**src/rtl/decode_stage_piped_if.sv**
```systemverilog
// Bundle between the IF/ID side (master) and the decode stage (slave):
// instruction, write-back, hazard/handshake inputs and the registered ID/EX outputs.
interface decode_stage_piped_if #(
    parameter int DATA_WIDTH = 32,
    parameter int NREG       = 32
);
    localparam int RADDR_W = $clog2(NREG);

    logic                  i_valid;
    logic [DATA_WIDTH-1:0] i_instruccion;
    logic [DATA_WIDTH-1:0] i_currentpc;
    logic                  i_wb_write;
    logic [RADDR_W-1:0]    i_wb_addr;
    logic [DATA_WIDTH-1:0] i_wb_data;
    logic                  i_ex_memread;
    logic [RADDR_W-1:0]    i_ex_rt;
    logic                  i_ex_ready;
    logic                  i_flush;

    logic                  o_stall;
    logic                  o_valid;
    logic [DATA_WIDTH-1:0] o_regA;
    logic [DATA_WIDTH-1:0] o_regB;
    logic [DATA_WIDTH-1:0] o_extendido;
    logic [DATA_WIDTH-1:0] o_pcbranch;
    logic [RADDR_W-1:0]    o_rs;
    logic [RADDR_W-1:0]    o_rt;
    logic [RADDR_W-1:0]    o_rd;
    logic [3:0]            o_ex;
    logic [2:0]            o_mem;
    logic [1:0]            o_wb;

    modport master (
        output i_valid, i_instruccion, i_currentpc, i_wb_write, i_wb_addr, i_wb_data,
               i_ex_memread, i_ex_rt, i_ex_ready, i_flush,
        input  o_stall, o_valid, o_regA, o_regB, o_extendido, o_pcbranch,
               o_rs, o_rt, o_rd, o_ex, o_mem, o_wb
    );

    modport slave (
        input  i_valid, i_instruccion, i_currentpc, i_wb_write, i_wb_addr, i_wb_data,
               i_ex_memread, i_ex_rt, i_ex_ready, i_flush,
        output o_stall, o_valid, o_regA, o_regB, o_extendido, o_pcbranch,
               o_rs, o_rt, o_rd, o_ex, o_mem, o_wb
    );
endinterface

```
**src/rtl/decode_stage_piped.sv**
```systemverilog
// Registered MIPS decode stage: register bank, sign extend, branch adder, control decode, load-use hazard.
// Optional macro DECODE_WB_BYPASS_EN forwards write-back data into the operand reads in the same cycle.
module decode_stage_piped #(
    parameter int DATA_WIDTH = 32,
    parameter int NREG       = 32
) (
    input  logic                 i_clock,
    input  logic                 i_reset,
    decode_stage_piped_if.slave  bus
);
    localparam int RADDR_W = $clog2(NREG);

    typedef enum logic {RUN, STALL} state_e;

    state_e                state_q, state_d;
    logic [DATA_WIDTH-1:0] regs_q [NREG];

    logic                  valid_q;
    logic [3:0]            ex_q;
    logic [2:0]            mem_q;
    logic [1:0]            wb_q;
    logic [DATA_WIDTH-1:0] regA_q, regB_q, ext_q, pcBranch_q;
    logic [RADDR_W-1:0]    rs_q, rt_q, rd_q;

    logic [5:0]            opcode;
    logic [RADDR_W-1:0]    rs, rt, rd;
    logic [DATA_WIDTH-1:0] ext, pcBranch, regA, regB;
    logic                  isR, isLw, isSw, isBeq, isAddi;
    logic [3:0]            exCtl;
    logic [2:0]            memCtl;
    logic [1:0]            wbCtl;
    logic                  wbEn, loadUse, wbConflict, hz;
    logic                  load, bubble, stall;

    assign opcode   = bus.i_instruccion[31:26];
    assign rs       = bus.i_instruccion[21 +: RADDR_W];
    assign rt       = bus.i_instruccion[16 +: RADDR_W];
    assign rd       = bus.i_instruccion[11 +: RADDR_W];
    assign ext      = {{(DATA_WIDTH-16){bus.i_instruccion[15]}}, bus.i_instruccion[15:0]};
    assign pcBranch = bus.i_currentpc + {ext[DATA_WIDTH-3:0], 2'b00};
    assign wbEn     = bus.i_wb_write && (bus.i_wb_addr != '0);

    assign isR    = (opcode == 6'h00);
    assign isLw   = (opcode == 6'h23);
    assign isSw   = (opcode == 6'h2B);
    assign isBeq  = (opcode == 6'h04);
    assign isAddi = (opcode == 6'h08);
    // ex = {RegDst, ALUOp[1:0], ALUSrc}, mem = {Branch, MemRead, MemWrite}, wb = {RegWrite, MemtoReg}
    assign exCtl  = {isR, isR, isBeq, isLw | isSw | isAddi};
    assign memCtl = {isBeq, isLw, isSw};
    assign wbCtl  = {isR | isLw | isAddi, isLw};

    always_comb begin
        regA = (rs == '0) ? '0 : regs_q[rs];
        regB = (rt == '0) ? '0 : regs_q[rt];
`ifdef DECODE_WB_BYPASS_EN
        if (wbEn && (bus.i_wb_addr == rs)) regA = bus.i_wb_data;
        if (wbEn && (bus.i_wb_addr == rt)) regB = bus.i_wb_data;
`endif
    end

    // While in STALL the instruction in EX is our own bubble, so the load-use term cannot re-trigger.
    assign loadUse = (state_q == RUN) && bus.i_ex_memread && (bus.i_ex_rt != '0) &&
                     ((bus.i_ex_rt == rs) || (bus.i_ex_rt == rt));
`ifdef DECODE_WB_BYPASS_EN
    assign wbConflict = 1'b0;
`else
    assign wbConflict = wbEn && ((bus.i_wb_addr == rs) || (bus.i_wb_addr == rt));
`endif
    assign hz = bus.i_valid && (loadUse || wbConflict);

    // Priority: flush, then backpressure, then hazard.
    always_comb begin
        state_d = state_q;
        load    = 1'b0;
        bubble  = 1'b0;
        stall   = 1'b0;
        if (bus.i_flush) begin
            state_d = RUN;
            load    = 1'b1;
            bubble  = 1'b1;
        end else if (!bus.i_ex_ready) begin
            stall = 1'b1;
        end else begin
            load    = 1'b1;
            bubble  = hz || !bus.i_valid;
            stall   = hz;
            state_d = hz ? STALL : RUN;
        end
    end

    always_ff @(posedge i_clock or negedge i_reset) begin
        if (!i_reset) begin
            for (int i = 0; i < NREG; i++) regs_q[i] <= '0;
        end else if (wbEn) begin
            regs_q[bus.i_wb_addr] <= bus.i_wb_data;
        end
    end

    always_ff @(posedge i_clock or negedge i_reset) begin
        if (!i_reset) begin
            state_q    <= RUN;
            valid_q    <= 1'b0;
            ex_q       <= '0;
            mem_q      <= '0;
            wb_q       <= '0;
            regA_q     <= '0;
            regB_q     <= '0;
            ext_q      <= '0;
            pcBranch_q <= '0;
            rs_q       <= '0;
            rt_q       <= '0;
            rd_q       <= '0;
        end else begin
            state_q <= state_d;
            if (load) begin
                valid_q    <= !bubble;
                ex_q       <= bubble ? 4'b0 : exCtl;
                mem_q      <= bubble ? 3'b0 : memCtl;
                wb_q       <= bubble ? 2'b0 : wbCtl;
                regA_q     <= regA;
                regB_q     <= regB;
                ext_q      <= ext;
                pcBranch_q <= pcBranch;
                rs_q       <= rs;
                rt_q       <= rt;
                rd_q       <= rd;
            end
        end
    end

    assign bus.o_stall     = stall;
    assign bus.o_valid     = valid_q;
    assign bus.o_ex        = ex_q;
    assign bus.o_mem       = mem_q;
    assign bus.o_wb        = wb_q;
    assign bus.o_regA      = regA_q;
    assign bus.o_regB      = regB_q;
    assign bus.o_extendido = ext_q;
    assign bus.o_pcbranch  = pcBranch_q;
    assign bus.o_rs        = rs_q;
    assign bus.o_rt        = rt_q;
    assign bus.o_rd        = rd_q;
endmodule

```
**src/flat_wrapper.sv**
```systemverilog
// flat-port wrapper written by rule: the top's interface ports become plain ports
module decode_stage_piped_flat 
#(
    parameter int DATA_WIDTH = 32,
    parameter int NREG       = 32
)
  (i_clock, i_reset, bus_i_valid, bus_i_instruccion, bus_i_currentpc, bus_i_wb_write, bus_i_wb_addr, bus_i_wb_data, bus_i_ex_memread, bus_i_ex_rt, bus_i_ex_ready, bus_i_flush, bus_o_stall, bus_o_valid, bus_o_regA, bus_o_regB, bus_o_extendido, bus_o_pcbranch, bus_o_rs, bus_o_rt, bus_o_rd, bus_o_ex, bus_o_mem, bus_o_wb);
  decode_stage_piped_if #(.DATA_WIDTH(DATA_WIDTH), .NREG(NREG)) bus_i ();
  input  logic i_clock;
  input  logic i_reset;
  input wire logic [$bits(bus_i.i_valid)-1:0] bus_i_valid;
  input wire logic [$bits(bus_i.i_instruccion)-1:0] bus_i_instruccion;
  input wire logic [$bits(bus_i.i_currentpc)-1:0] bus_i_currentpc;
  input wire logic [$bits(bus_i.i_wb_write)-1:0] bus_i_wb_write;
  input wire logic [$bits(bus_i.i_wb_addr)-1:0] bus_i_wb_addr;
  input wire logic [$bits(bus_i.i_wb_data)-1:0] bus_i_wb_data;
  input wire logic [$bits(bus_i.i_ex_memread)-1:0] bus_i_ex_memread;
  input wire logic [$bits(bus_i.i_ex_rt)-1:0] bus_i_ex_rt;
  input wire logic [$bits(bus_i.i_ex_ready)-1:0] bus_i_ex_ready;
  input wire logic [$bits(bus_i.i_flush)-1:0] bus_i_flush;
  output wire logic [$bits(bus_i.o_stall)-1:0] bus_o_stall;
  output wire logic [$bits(bus_i.o_valid)-1:0] bus_o_valid;
  output wire logic [$bits(bus_i.o_regA)-1:0] bus_o_regA;
  output wire logic [$bits(bus_i.o_regB)-1:0] bus_o_regB;
  output wire logic [$bits(bus_i.o_extendido)-1:0] bus_o_extendido;
  output wire logic [$bits(bus_i.o_pcbranch)-1:0] bus_o_pcbranch;
  output wire logic [$bits(bus_i.o_rs)-1:0] bus_o_rs;
  output wire logic [$bits(bus_i.o_rt)-1:0] bus_o_rt;
  output wire logic [$bits(bus_i.o_rd)-1:0] bus_o_rd;
  output wire logic [$bits(bus_i.o_ex)-1:0] bus_o_ex;
  output wire logic [$bits(bus_i.o_mem)-1:0] bus_o_mem;
  output wire logic [$bits(bus_i.o_wb)-1:0] bus_o_wb;
  assign bus_i.i_valid = bus_i_valid;
  assign bus_i.i_instruccion = bus_i_instruccion;
  assign bus_i.i_currentpc = bus_i_currentpc;
  assign bus_i.i_wb_write = bus_i_wb_write;
  assign bus_i.i_wb_addr = bus_i_wb_addr;
  assign bus_i.i_wb_data = bus_i_wb_data;
  assign bus_i.i_ex_memread = bus_i_ex_memread;
  assign bus_i.i_ex_rt = bus_i_ex_rt;
  assign bus_i.i_ex_ready = bus_i_ex_ready;
  assign bus_i.i_flush = bus_i_flush;
  assign bus_o_stall = bus_i.o_stall;
  assign bus_o_valid = bus_i.o_valid;
  assign bus_o_regA = bus_i.o_regA;
  assign bus_o_regB = bus_i.o_regB;
  assign bus_o_extendido = bus_i.o_extendido;
  assign bus_o_pcbranch = bus_i.o_pcbranch;
  assign bus_o_rs = bus_i.o_rs;
  assign bus_o_rt = bus_i.o_rt;
  assign bus_o_rd = bus_i.o_rd;
  assign bus_o_ex = bus_i.o_ex;
  assign bus_o_mem = bus_i.o_mem;
  assign bus_o_wb = bus_i.o_wb;
  decode_stage_piped #(.DATA_WIDTH(DATA_WIDTH), .NREG(NREG)) u_core (.i_clock(i_clock), .i_reset(i_reset), .bus(bus_i));
endmodule
```
**config.mk**
```make
export PLATFORM = sky130hd
export DESIGN_NAME = decode_stage_piped_flat
export DESIGN_NICKNAME = d
export VERILOG_FILES = /design/src/rtl/decode_stage_piped_if.sv /design/src/rtl/decode_stage_piped.sv /design/src/flat_wrapper.sv
export SDC_FILE = /design/constraint.sdc
export NUM_CORES = 2
export LEC_CHECK = 0
export CAP_MARGIN = 10
export CORE_MARGIN = 2
export CORE_UTILIZATION = 54
export CTS_CLUSTER_DIAMETER = 50
export DETAILED_ROUTE_END_ITERATION = 7
export PLACE_DENSITY = 0.85
export SLEW_MARGIN = 5
export SYNTH_ARGS = -nofsm -noshare
export SYNTH_HDL_FRONTEND = slang
export SYNTH_SLANG_ARGS = --single-unit
```
**constraint.sdc**
```tcl
create_clock -name i_clock -period 1.9 [get_ports i_clock]
set_input_delay 0.38 -clock i_clock [delete_from_list [all_inputs] [get_ports i_clock]]
set_output_delay 0.38 -clock i_clock [all_outputs]
set_load 0.02 [all_outputs]
```
==> impl_metrics.csv <==
group,metric,value,unit
routing,drt-initial-drc-count,5742,
finish,nFillCells,7294,
logic_synthesis,synth_edf_count,0,
logic_synthesis,synth_top_family_by_area,"multiplexers",
timing,fmax,437,MHz
critical_path,endpoint_kind,"primary output",
power,p_total,74600,uW
global_routing,antenna_found_initial,6,
timing,min_period,2290,ps
logic_synthesis,avgSynthCellArea,13.3,um2
global_routing,grt_overflow,0,
routing,viasPerCell,6.97,
logic_synthesis,ys_seq_area_frac,0.471,
logic_synthesis,synth_fp_nets,4764,
die,core.rowCount,123,
critical_path,worst-path-max-fanout,3,
clocking,tritoncts,"built",
placed_design,dp_cells,6349,
logic_synthesis,async_reset_ff_frac,1.00,
min_path,hold_class,"in -> reg",
clocking,cts_buffers,121,
routing,wl,204000,um
routing,vias,46100,
die,die_w,341,um
logic_synthesis,synth_mux_area_frac,0.379,
critical_path,critPathRequiredTime,1520,ps
routing,drtPass1Iterations,8,
global_routing,grt_pass1_vias,47900,
finish,drive_gt1_frac,0.452,
die,start_util,0.545,
finish,fin_cells,6614,
power,power.density,1000,nW/um2
logic_synthesis,syn_inst,4621,
power,power.leakage,0.0331,uW
logic_synthesis,synth_seq_cells,1154,
critical_path,path_cells,"dlygate4sd2_1, xor2_1, nor3_2, a31oi_4, o22ai_4, nand2_2, nand2_2, buf_6",
clocking,cts.path.max_buffers,3,
power,max-vdd-ir-drop,0.882,mV
die,top_level_ports,267,
critical_path,slowest_stage,"a31oi_4",
critical_path,cpMostUsedCell,"nand2_2",
clocking,clock_latency,750,ps
placed_design,pre_cts_ws,-1460,ps
global_routing,grt_pass1_wl,300000,um
global_routing,grt.total_usage,0.341,
logic_synthesis,ys_types,62,
timing,fin_crit_sh,1.20,
logic_synthesis,syn-cell-area,61400,um2
critical_path,startpoint_type,"primary input",
placed_design,routabilityCongestion,0.958,
timing,relSlewSlack,0.366,
finish,final_core_util,0.662,
routing,wire_per_inst,30.8,um
logic_synthesis,yosysWarnings,0,
flow_run,drv_cap,0,
outcome,status,"complete, but fails checks",
logic_synthesis,synth-adder-area-share,0.00624,
clocking,h-tree-depth,3,
timing,worst_pin_slew,951,ps
critical_path,arrival,1910,ps
timing,rsz0062_at_grt,"yes",
timing,clock_skew,35.8,ps
critical_path,crit_type,"in -> out",
finish,fin_nets,5148,
timing,final.setup.worst_slack,-388,ps
logic_synthesis,synth_xor_area_frac,0.00642,
die,core-area,113000,um2
timing,setup_viol,6,
finish,area_growth_syn_to_layout,21.5,%
outcome,failed_checks,"negative hold slack, negative setup slack",
placed_design,hpwlAfterDp,124000,um
logic_synthesis,synthFlopType,"dfrtp_1",
timing,hold_viol_final,1,
critical_path,cp_slowest_stage_delay,440,ps
routing,route.detailed.drc,0,
timing,drv_slew,0,
logic_synthesis,yosys.area_share.simple,0.0281,
timing,whs,-3.55,ps
die,die-area,116000,um2
global_routing,grt_max_degree,81,
routing,ant_nets,0,
clocking,cts.sinks,1154,
clocking,clockRootBuffer,"clkbuf_16",
die,dieHeight,341,um
logic_synthesis,synth_compound_area_frac,0.0731,
clocking,cts.clk_slew.worst_paths,60,ps
placed_design,numPortBuffers,266,
-- routing by layer --
metal	up-vias	track usage	part of all wire
met5	-	0	0.00026
met4	8	0.214	0.070
met3	966	0.102	0.12
met2	3330	0.519	0.45
met1	23600	0.431	0.36
li1	18200	-	-
-- power breakdown --
part,leakage (uW),internal (uW),total (uW),switching (uW)
Clock,0.00202,14300,24900,10600
Combinational,0.0164,9260,16900,7610
Sequential,0.0147,29100,32900,3710
-- synth_stat cells, types with 29 or more instances --
cell	instances	area [um2]
buf_1	54	203
nor3_1	42	210
a21oi_1	230	1150
ha_1	29	363
mux2_2	1081	12200
dfrtp_1	1154	28900
o21ai_1	70	350
buf_4	49	368
mux2i_1	302	3020
o221ai_1	105	920
nor2_1	96	360
clkbuf_1	320	1200
buf_2	72	360
mux4_2	343	7720
o21ai_0	120	601
nand2_1	212	796
o22ai_1	77	482
-- layout make-up --
class	instances	area [um2]	share of cell area
clock inverter	64	778	0.0104
sequential	1154	28900	0.387
timing repair buffer	765	8400	0.113
multi-input combinational	2957	31200	0.419
antenna	3	7.51	0.000101
tap	1500	1880	0.0252
clock buffer	165	3380	0.0454
inverter	6	22.5	0.000302
-- repair_timing --
| action | in CTS | in global routing |
|---|---|---|
| buffers inserted | 11 | 12 |
| resized for setup | 321 | 110 |
| gates cloned | 1 | 6 |
| endpoints found under the hold margin | 491 | 4 |
| hold buffers | 2 | 4 |
| pin swaps | 33 | 57 |
| endpoints found under the setup margin | 188 | 63 |
-- flip-flops by register name, summed over array words and instances, names as in the netlist --
name and cells:
u_core.bus.o_valid 1, u_core.bus.o_extendido 11, u_core.bus.o_ex 3, u_core.state_q 1, u_core.bus.o_rd 5, u_core.bus.o_rt 5
u_core.bus.o_regB 32, u_core.bus.o_rs 5, u_core.regs_q 1024, u_core.bus.o_mem 1, u_core.bus.o_regA 32, u_core.bus.o_wb 2
u_core.bus.o_pcbranch 32
-- cell usage in the layout (no fill, tap or decap), drive strengths merged, types with 6 or more instances in the layout --
cell              n
dfrtp          1154
mux2           1109
buf             522
mux4            343
mux2i           302
a21oi           230
nand2           212
o21ai           191
clkbuf          176
dlygate4sd2     138
o221ai          105
nor2             96
o22ai            77
clkdlybuf4s50    58
nor3             42
ha               29
clkinv           25
xnor2            24
o21bai           22
xor2             21
inv              19
o31ai            18
clkdlybuf4s15    16
a21o             14
bufinv           13
clkinvlp         13
dlymetal6s2s     13
nor2b            12
a221oi           12
nand3            11
a31oi             8
a211o             7
a211oi            7
dlygate4sd3       6
-- final timing paths --
path | from | endpoint | slack (ps) | depth (start not counted)
hold / removal | bus_i_instruccion[14] | u_core.bus.o_rd[3] | -4 | 3
setup / recovery | bus_i_wb_addr[2] | bus_o_stall | -390 | 8
max in group asynchronous | i_reset | u_core.regs_q[186] | 780 | 4
hold reg to reg | u_core.regs_q[1003] | u_core.regs_q[1003] | 400 | 0
min in group asynchronous | i_reset | u_core.regs_q[877] | 340 | 3
setup reg to reg | u_core.regs_q[754] | u_core.bus.o_regA[18] | -30 | 5
-- through the flow --
step / TNS [ps] / area [um2]
after global routing: -1220 / 74600
after CTS: -356 / 73900
after detailed placement: -629450 / 69600
final: -568 / 74600
after floorplan: -10290 / 62200
after global placement: -606870 / 69600
-- worst max-delay path: cells and delay by family --
family                    cells  cell delay [ps]
AOI/OAI and AO/OA             2              580
xor gates and xnor gates      1              240
buffers and inverters         2              430
and+or+nand+nor               3              260
-- cell families after synthesis --
| kind of cell | after synthesis |
|---|---|
| adders and majority gates | 30 |
| AOI/OAI and AO/OA | 721 |
| buffers and inverters | 510 |
| and+or+nand+nor | 407 |
| xor gates and xnor gates | 45 |
| DFF | 1154 |
| muxes | 1754 |
No activity file was read; power rests on OpenSTA's default activity.
